$ cat config.mk
export PLATFORM = sky130hd
export DESIGN_NAME = moving_average_var_window
export DESIGN_NICKNAME = d
export VERILOG_FILES = /design/src/rtl/moving_average_var_window.sv
export SDC_FILE = /design/constraint.sdc
export NUM_CORES = 1
export LEC_CHECK = 0
export CAP_MARGIN = 20
export CORE_MARGIN = 8
export CORE_UTILIZATION = 33
export CTS_CLUSTER_DIAMETER = 120
export DETAILED_ROUTE_END_ITERATION = 7
export GPL_TIMING_DRIVEN = 0
export SLEW_MARGIN = 15
export SYNTH_ARGS = -nofsm -noshare
export SYNTH_HDL_FRONTEND = slang
export SYNTH_SLANG_ARGS = --single-unit
$ cat constraint.sdc
create_clock -name clk -period 6.7 [get_ports clk]
set_clock_uncertainty 0.2 [all_clocks]
set_input_delay 1.675 -clock clk [delete_from_list [all_inputs] [get_ports clk]]
set_output_delay 1.675 -clock clk [all_outputs]
set_load 0.03 [all_outputs]
$ cat src/rtl/moving_average_var_window.sv
// rtl/moving_average_var_window.sv - run-time selectable 2^p moving-average filter with flush on window change
// Optional: define MOVING_AVERAGE_ROUNDING_EN for round-half-up output instead of truncation.
module moving_average_var_window #(
  parameter int DATA_W    = 10,
  parameter int MAX_POWER = 4,
  parameter int SEL_W     = 3
) (
  input  logic              clk,
  input  logic              reset,
  input  logic [DATA_W-1:0] data_in,
  input  logic              strobe_in,
  input  logic [SEL_W-1:0]  win_sel,
  output logic [DATA_W-1:0] data_out,
  output logic              strobe_out,
  output logic              window_full,
  output logic              busy
);
  localparam int DEPTH = 1 << MAX_POWER;
  localparam int SUM_W = DATA_W + MAX_POWER;
  localparam int CNT_W = MAX_POWER + 1;

  typedef enum logic {CLEAR, RUN} state_t;

  state_t                 state;
  logic [DATA_W-1:0]      sample_buf [DEPTH];
  logic [MAX_POWER-1:0]   clr_idx, wr_ptr, rd_idx;
  logic [SUM_W-1:0]       sum, sum_next;
  logic [CNT_W-1:0]       fill_cnt, fill_next, win_len;
  logic [SEL_W-1:0]       p_act, p_req;
  logic [DATA_W-1:0]      old_sample, avg;
  logic                   accept;

  always_comb begin
    p_req      = (win_sel > SEL_W'(MAX_POWER)) ? SEL_W'(MAX_POWER) : win_sel;
    win_len    = CNT_W'(1) << p_act;
    // For the largest window the low bits of win_len are zero, so the oldest slot is wr_ptr itself
    rd_idx     = wr_ptr - win_len[MAX_POWER-1:0];
    old_sample = sample_buf[rd_idx];
    sum_next   = sum + SUM_W'(data_in) - SUM_W'(old_sample);
    fill_next  = (fill_cnt == win_len) ? fill_cnt : fill_cnt + CNT_W'(1);
    accept     = (state == RUN) && strobe_in && (p_req == p_act);
  end

`ifdef MOVING_AVERAGE_ROUNDING_EN
  always_comb avg = DATA_W'(({1'b0, sum_next} + (((SUM_W+1)'(1) << p_act) >> 1)) >> p_act);
`else
  always_comb avg = DATA_W'(sum_next >> p_act);
`endif

  // Sample storage carries no reset; the CLEAR sweep zeroes it after every reset or window change
  always_ff @(posedge clk) begin
    if (state == CLEAR)
      sample_buf[clr_idx] <= '0;
    else if (accept)
      sample_buf[wr_ptr] <= data_in;
  end

  always_ff @(posedge clk or posedge reset) begin
    if (reset) begin
      state       <= CLEAR;
      clr_idx     <= '0;
      wr_ptr      <= '0;
      sum         <= '0;
      fill_cnt    <= '0;
      p_act       <= '0;
      data_out    <= '0;
      strobe_out  <= 1'b0;
      window_full <= 1'b0;
      busy        <= 1'b1;
    end else begin
      strobe_out <= 1'b0;
      case (state)
        CLEAR: begin
          clr_idx     <= clr_idx + MAX_POWER'(1);
          wr_ptr      <= '0;
          sum         <= '0;
          fill_cnt    <= '0;
          window_full <= 1'b0;
          busy        <= 1'b1;
          if (clr_idx == MAX_POWER'(DEPTH-1)) begin
            p_act <= p_req;
            state <= RUN;
            busy  <= 1'b0;
          end
        end
        RUN: begin
          if (p_req != p_act) begin
            state       <= CLEAR;
            busy        <= 1'b1;
            window_full <= 1'b0;
          end else if (strobe_in) begin
            wr_ptr      <= wr_ptr + MAX_POWER'(1);
            sum         <= sum_next;
            data_out    <= avg;
            strobe_out  <= 1'b1;
            fill_cnt    <= fill_next;
            window_full <= (fill_next == win_len);
          end
        end
        default: state <= CLEAR;
      endcase
    end
  end
endmodule

==> results of run 1 <==
==> per-stage QoR <==
step | cell area, µm² | util (%) | setup slack [ns] | cells | hold slack [ns]
6_report | 11300 | 38.5 | 0.412 | 1141 | 0.281
5_1_grt | 11300 | 38.5 | 0.0144 | 1141 | 0.336
4_1_cts | 11300 | 38.3 | 0.0246 | 1139 | 0.284
3_3_place_gp | 10600 | 35.8 | -0.237 | 1099 | 0.264
3_5_place_dp | 10600 | 35.9 | -0.348 | 1100 | 0.272
2_1_floorplan | 9800 | - | 1.04 | 681 | 0.284
==> layout by cell type, fill, tap and decap left out, drive strengths merged, types with 3 or more instances in the layout <==
master | synthesis | layout
mux2 | 11 | 11
nor3b | 8 | 8
and3 | 3 | 3
nand2b | 8 | 8
a211o | 3 | 3
and2 | 17 | 17
nand4 | 3 | 3
a221o | 4 | 4
mux4 | 43 | 43
a21boi | 4 | 4
or3 | 7 | 7
nand2 | 32 | 32
dfrtp | 43 | 43
edfxtp | 160 | 160
clkbuf | 27 | 58
nor2b | 7 | 7
ha | 20 | 20
clkinv | 0 | 9
buf | 6 | 6
a211oi | 7 | 7
xnor2 | 15 | 15
a22o | 6 | 6
a2111oi | 3 | 3
a31oi | 7 | 7
xor2 | 9 | 9
nand3 | 14 | 14
nor2 | 45 | 45
clkdlybuf4s50 | 0 | 28
fa | 11 | 11
mux2i | 14 | 14
o21ai | 36 | 36
inv | 21 | 21
o211ai | 7 | 7
a21o | 6 | 6
a21oi | 23 | 23
nor3 | 15 | 15
o311ai | 4 | 4
==> worst paths after layout <==
check / slack (ns) / depth (start not counted) / end
min reg2reg: 0.28 / 2 / data_out[0]$_DFFE_PP0P_
max in group asynchronous: 4.55 / 3 / sum[2]$_DFFE_PP0P_
min in group asynchronous: 1.26 / 2 / wr_ptr[1]$_DFFE_PP0P_
max: 0.41 / 19 / data_out[8]$_DFFE_PP0P_
min: 0.28 / 2 / data_out[0]$_DFFE_PP0P_
max reg2reg: 0.41 / 19 / data_out[8]$_DFFE_PP0P_
==> flip-flops by register name, indices dropped and copies added, names as in the netlist, 3 cells and up <==
register    count
clr_idx         4
data_out       10
fill_cnt        5
p_act           3
sample_buf    160
sum            14
wr_ptr          4
==> layout make-up <==
type                    count  share of cell area, %
flip-flops and latches    204                   52.1
clock buffers              29                   5.09
inverters                  21                  0.695
well taps                 390                   4.30
plain buffers              33                   1.28
multi-input cells         423                   32.9
clock inverters            10                  0.838
repair buffers             31                   2.81
==> kinds of logic after synthesis <==
family,after synthesis,share of synthesized area [%]
muxes,68,12.6
DFF,204,60.3
adders and majority gates,31,4.80
and+or+nand+nor,166,8.64
AOI/OAI and AO/OA,134,9.46
buffers and inverters,54,2.09
xor gates and xnor gates,24,2.15
==> layer usage <==
| layer | global-route usage, % | wire, µm | vias to the layer above |
|---|---|---|---|
| li1 | - | - | 2765 |
| met1 | 18.2 | 10800 | 3013 |
| met2 | 21.3 | 11000 | 128 |
| met3 | 2.59 | 1210 | 26 |
| met4 | 2.98 | 366 | 0 |
| met5 | 0 | 0 | - |
==> repair_timing <==
action,4_1_cts,5_1_grt
endpoints found under the setup margin,9,5
cloned,0,0
gates resized for setup,10,12
==> worst register-to-register path, delay by kind of cell (launching register included) <==
kind / cells / cell delay, ns
DFF: 1 / 0.35
and+or+nand+nor: 4 / 0.83
muxes: 2 / 0.61
buffers and inverters: 3 / 0.67
adders and majority gates: 4 / 1.71
AOI/OAI and AO/OA: 6 / 1.82
==> out/metrics.yaml, run 1 <==
outcome:
  run_status: "completed"
worst_setup_path:
  startpoint: "p_act[0]$_DFFE_PP0P_"
  timing.critical_path.to_type: "flop"
  data_arrival_time_of_the_critical_path_ns: 6.51
  critical_path_buf_inv_count: 3
  crit_fanout: 10
  worstPathCellList: "clkbuf_1 > nor3_2 > ha_1 > inv_1 > fa_1 > clkbuf_2 > mux4_2 > mux2i_1 > nor2_1 > a21oi_1 > fa_1 > ha_1 > o311ai_0 > nor2_1 > a2111oi_4 > nor2_1 > o311ai_1 > o21ai_0 > a31oi_1"
  timing.critical_path.slowest_cell_delay_ns: 0.63
  worst_r2r_startpoint: "p_act[0]$_DFFE_PP0P_"
  cpLargestDelayFamily: "compound AO/OA/AOI/OAI gates"
  worst_ep_required_time_ns: 6.92
  setup.worst_path.start_class: "flop"
  cpMaxStageDelayCell: "fa_1"
  critical_path_s_most_frequent_cell: "nor2_1"
  worstSetupPathType: "reg -> reg"
timing:
  fmax_mhz: 159
  fin_setup_tns_ns: 0
  final_max_slew_viol_count: 0
  rsz0062_at_grt: "no"
  setup_viol: 0
  timing_worst_slew_pin_value_ns: 1.06
  min_period_ns: 6.29
  finalHoldViolations: 0
  max_slew_headroom_pct: 28.8
  period_share_pct: 93.8
detailed_routing:
  post_detailed_route_count_of_antenna_violating_nets: 0
  drt-total-wl_mm: 23.4
  routed-via-count: 5932
  route.detailed.vias_per_inst: 5.20
  routedWlPerCell_um: 20.5
  post-route-drc-count: 0
  dr.pass1.iters: 4
  count_of_routing_violations_after_the_opening_detailed_route_iteration: 461
yosys:
  synth_area_leader_cell: "edfxtp_1"
  synth-async-reset-ratio_pct: 21.6
  synth_top_cell_area_share_pct: 49.0
  postSynthNetCount: 728
  avgSynthCellArea_um2: 14.4
  synthTopCellsByCount: "edfxtp_1, nor2_1, dfrtp_1, mux4_2, o21ai_0"
  synth.ff_latch_count: 204
  post_synth_num_cell_types: 69
  synth_flop_cell: "edfxtp_1"
  sequential_fraction_of_the_synthesis_area_pct: 60.3
  yosysMostFrequentCell: "edfxtp_1"
  cell_area_synth_um2: 9800
  synth_edf_count: 160
  synth_top_cells_by_area: "edfxtp_1, dfrtp_1, mux4_2, ha_1, fa_1"
  yosys_warnings: 0
  postSynthCellCount: 681
die:
  initial_core_util_pct: 33.2
  die_area_um2: 35500
  die-height_um: 188
  fp-row-count: 63
  horizontal_die_dimension_um: 188
  placeableCoreArea_um2: 29500
  top_level_pins: 29
global_route:
  initial_antenna_violation_count: 0
  grt_pass1_wl_mm: 36.5
  via_count_of_the_first_global_routing_pass: 6151
  gr-total-overflow: 0
  globalRouteTotalUtil_pct: 13.2
  grt_max_degree: 30
final_layout:
  antennaDiodeCount: 0
  syn_to_final_growth_pct: 15.7
  layout.nets: 783
  ratio_of_cells_with_drive_above_1_in_the_final_layout_pct: 15.4
  multi_input_gate_area_in_the_final_layout_um2: 3730
  nFillCells: 2761
  seq_area_um2: 5910
clocking:
  cts_hold_buf: 0
  tritoncts.num_buffers: 22
  clockBufferDepth: 3
  htreeDepth: 1
  worst_setup_hold_path_clk_slew_ns: 0.06
  clock_tree_from_tritoncts: "done"
  clock_sinks: 204
  worstSkewPairLatency_ns: 0.52
  cts_setup_buffers: 0
  clockRootBuffer: "clkbuf_16"
placement:
  place.port_buffers: 28
  routability_cong: 0.847
  place_hpwl_mm: 16.0
hold_path:
  min-delay-path-class: "reg -> reg"
  hold_path.startpoint: "data_out[0]$_DFFE_PP0P_"
job:
  max-cap-violations: 0
Power of run 1 is not shown: default switching activity piles up to over one toggle a cycle in this logic, so the estimate is an artifact.
==> inputs of run 2 (changes only) <==
- SLEW_MARGIN: 15 -> 5
- TNS_END_PERCENT: not set -> 1
==> out/metrics.yaml, run 2 (same netlist as run 1, synthesis figures left out) <==
placement:
  routability_cong: 0.847  # unchanged
  place.port_buffers: 28  # unchanged
  place_hpwl_mm: 16.0  # unchanged
timing:
  max_slew_headroom_pct: 27.9  # was 28.8%
  setup_viol: 0  # unchanged
  timing_worst_slew_pin_value_ns: 1.08  # was 1.06 ns
  final_max_slew_viol_count: 0  # unchanged
  holdWs_ns: 0.281  # about the same
  rsz0062_at_grt: "no"  # unchanged
  finalHoldViolations: 0  # unchanged
  period_share_pct: 94.0  # was 93.8%
  fin_setup_tns_ns: 0  # unchanged
  min_period_ns: 6.30  # was 6.29 ns
  fmax_mhz: 159  # about the same
job:
  max-cap-violations: 0  # unchanged
global_route:
  globalRouteTotalUtil_pct: 13.2  # unchanged
  initial_antenna_violation_count: 0  # unchanged
  grt_max_degree: 30  # unchanged
  grt_pass1_wl_mm: 36.5  # unchanged
  via_count_of_the_first_global_routing_pass: 6151  # unchanged
  gr-total-overflow: 0  # unchanged
detailed_routing:
  post_detailed_route_count_of_antenna_violating_nets: 0  # unchanged
  post-route-drc-count: 0  # unchanged
  routedWlPerCell_um: 20.5  # about the same
  drt-total-wl_mm: 23.4  # about the same
  count_of_routing_violations_after_the_opening_detailed_route_iteration: 445  # was 461
  dr.pass1.iters: 5  # was 4
  routed-via-count: 5971  # was 5,932
  route.detailed.vias_per_inst: 5.23  # was 5.20
final_layout:
  mostFrequentLayoutCell: "edfxtp_1"  # unchanged
  ratio_of_cells_with_drive_above_1_in_the_final_layout_pct: 15.6  # was 15.4%
  antennaDiodeCount: 0  # unchanged
  layout.core_utilization_pct: 38.5  # about the same
  top_register_by_number_of_flip_flops: "sample_buf"  # unchanged
  flip_flop_count_of_the_largest_register_all_copies_and_words_added: 160  # unchanged
  layout.nets: 784  # was 783
  most-common-layout-cells: "edfxtp_1, nor2_1, mux4_2, dfrtp_1, o21ai_0"  # unchanged
  syn_to_final_growth_pct: 15.8  # was 15.7%
  biggestRegsByFlops: "sample_buf x160, sum x14, data_out x10"  # unchanged
worst_setup_path:
  setup.worst_path.start_class: "flop"  # unchanged
  data_arrival_time_of_the_critical_path_ns: 6.47  # was 6.51 ns
  timing.critical_path.to_type: "flop"  # unchanged
  worst_ep_required_time_ns: 6.87  # was 6.92 ns
  worstSetupPathType: "reg -> reg"  # unchanged
  crit_fanout: 10  # unchanged
die:
  top_level_pins: 29  # unchanged
  die_area_um2: 35500  # unchanged
  die-height_um: 188  # unchanged
  placeableCoreArea_um2: 29500  # unchanged
  fp-row-count: 63  # unchanged
  initial_core_util_pct: 33.2  # unchanged
  horizontal_die_dimension_um: 188  # unchanged
clocking:
  worst_setup_hold_path_clk_slew_ns: 0.06  # about the same
  cts_hold_buf: 0  # unchanged
  clockRootBuffer: "clkbuf_16"  # unchanged
  worstSkewPairLatency_ns: 0.52  # about the same
  clock_sinks: 204  # unchanged
  clockBufferDepth: 3  # unchanged
  htreeDepth: 1  # unchanged
  tritoncts.num_buffers: 22  # unchanged
  clock_tree_from_tritoncts: "done"  # unchanged
outcome:
  run_status: "completed"  # unchanged
hold_path:
  min-delay-path-class: "reg -> reg"  # unchanged
[run 2: critical path: stages, from the launching register on]
cell	delay, ns
dfrtp_1	0.35
clkbuf_1	0.25
nor3_2	0.42
ha_1	0.22
inv_1	0.06
fa_1	0.63
clkbuf_2	0.33
mux4_2	0.37
mux2i_1	0.23
nor2_1	0.12
a21oi_1	0.19
fa_1	0.45
ha_1	0.38
nor2b_4	0.16
o2111a_1	0.26
or4_1	0.51
and2_1	0.22
mux4_2	0.49
a21oi_1	0.20
o21ai_0	0.10
[run 2: final cells by class]
type	count	area (µm²)
sequential	204	5910
timing repair buffer	32	324
multi-input combinational	423	3730
fill	2759	18100
inverter	21	78.8
buffer	33	145
tap	390	488
clock buffer	29	577
clock inverter	10	95.1
[run 2: final timing paths]
kind	end	depth (start not counted)	slack, ns	from
max	data_out[0]$_DFFE_PP0P_	19	0.40	p_act[0]$_DFFE_PP0P_
min	data_out[0]$_DFFE_PP0P_	2	0.28	data_out[0]$_DFFE_PP0P_
max reg2reg	data_out[0]$_DFFE_PP0P_	19	0.40	p_act[0]$_DFFE_PP0P_
min reg2reg	data_out[0]$_DFFE_PP0P_	2	0.28	data_out[0]$_DFFE_PP0P_
max in group asynchronous	sum[2]$_DFFE_PP0P_	3	4.56	reset
min in group asynchronous	wr_ptr[1]$_DFFE_PP0P_	2	1.26	reset
[run 2: repair_timing]
item                                    CTS  global route
endpoints found under the setup margin    9             5
buffers inserted                          0             0
resized for setup                        10            12
[run 2: per-layer routing]
layer | global-route usage [%] | wire length [µm]
met3 | 2.59 | 1300
met5 | 0 | 0
met1 | 18.2 | 10800
met2 | 21.3 | 11000
met4 | 2.98 | 346
[run 2: stage by stage]
step	cells	worst slack [ns]	area, µm²
after floorplan	681	1.04	9800
after global placement	1099	-0.237	10600
after detailed placement	1100	-0.348	10600
after CTS	1139	0.0246	11300
after global routing	1142	0.0144	11300
final	1142	0.401	11300
Power of run 2 is left out for the same reason.
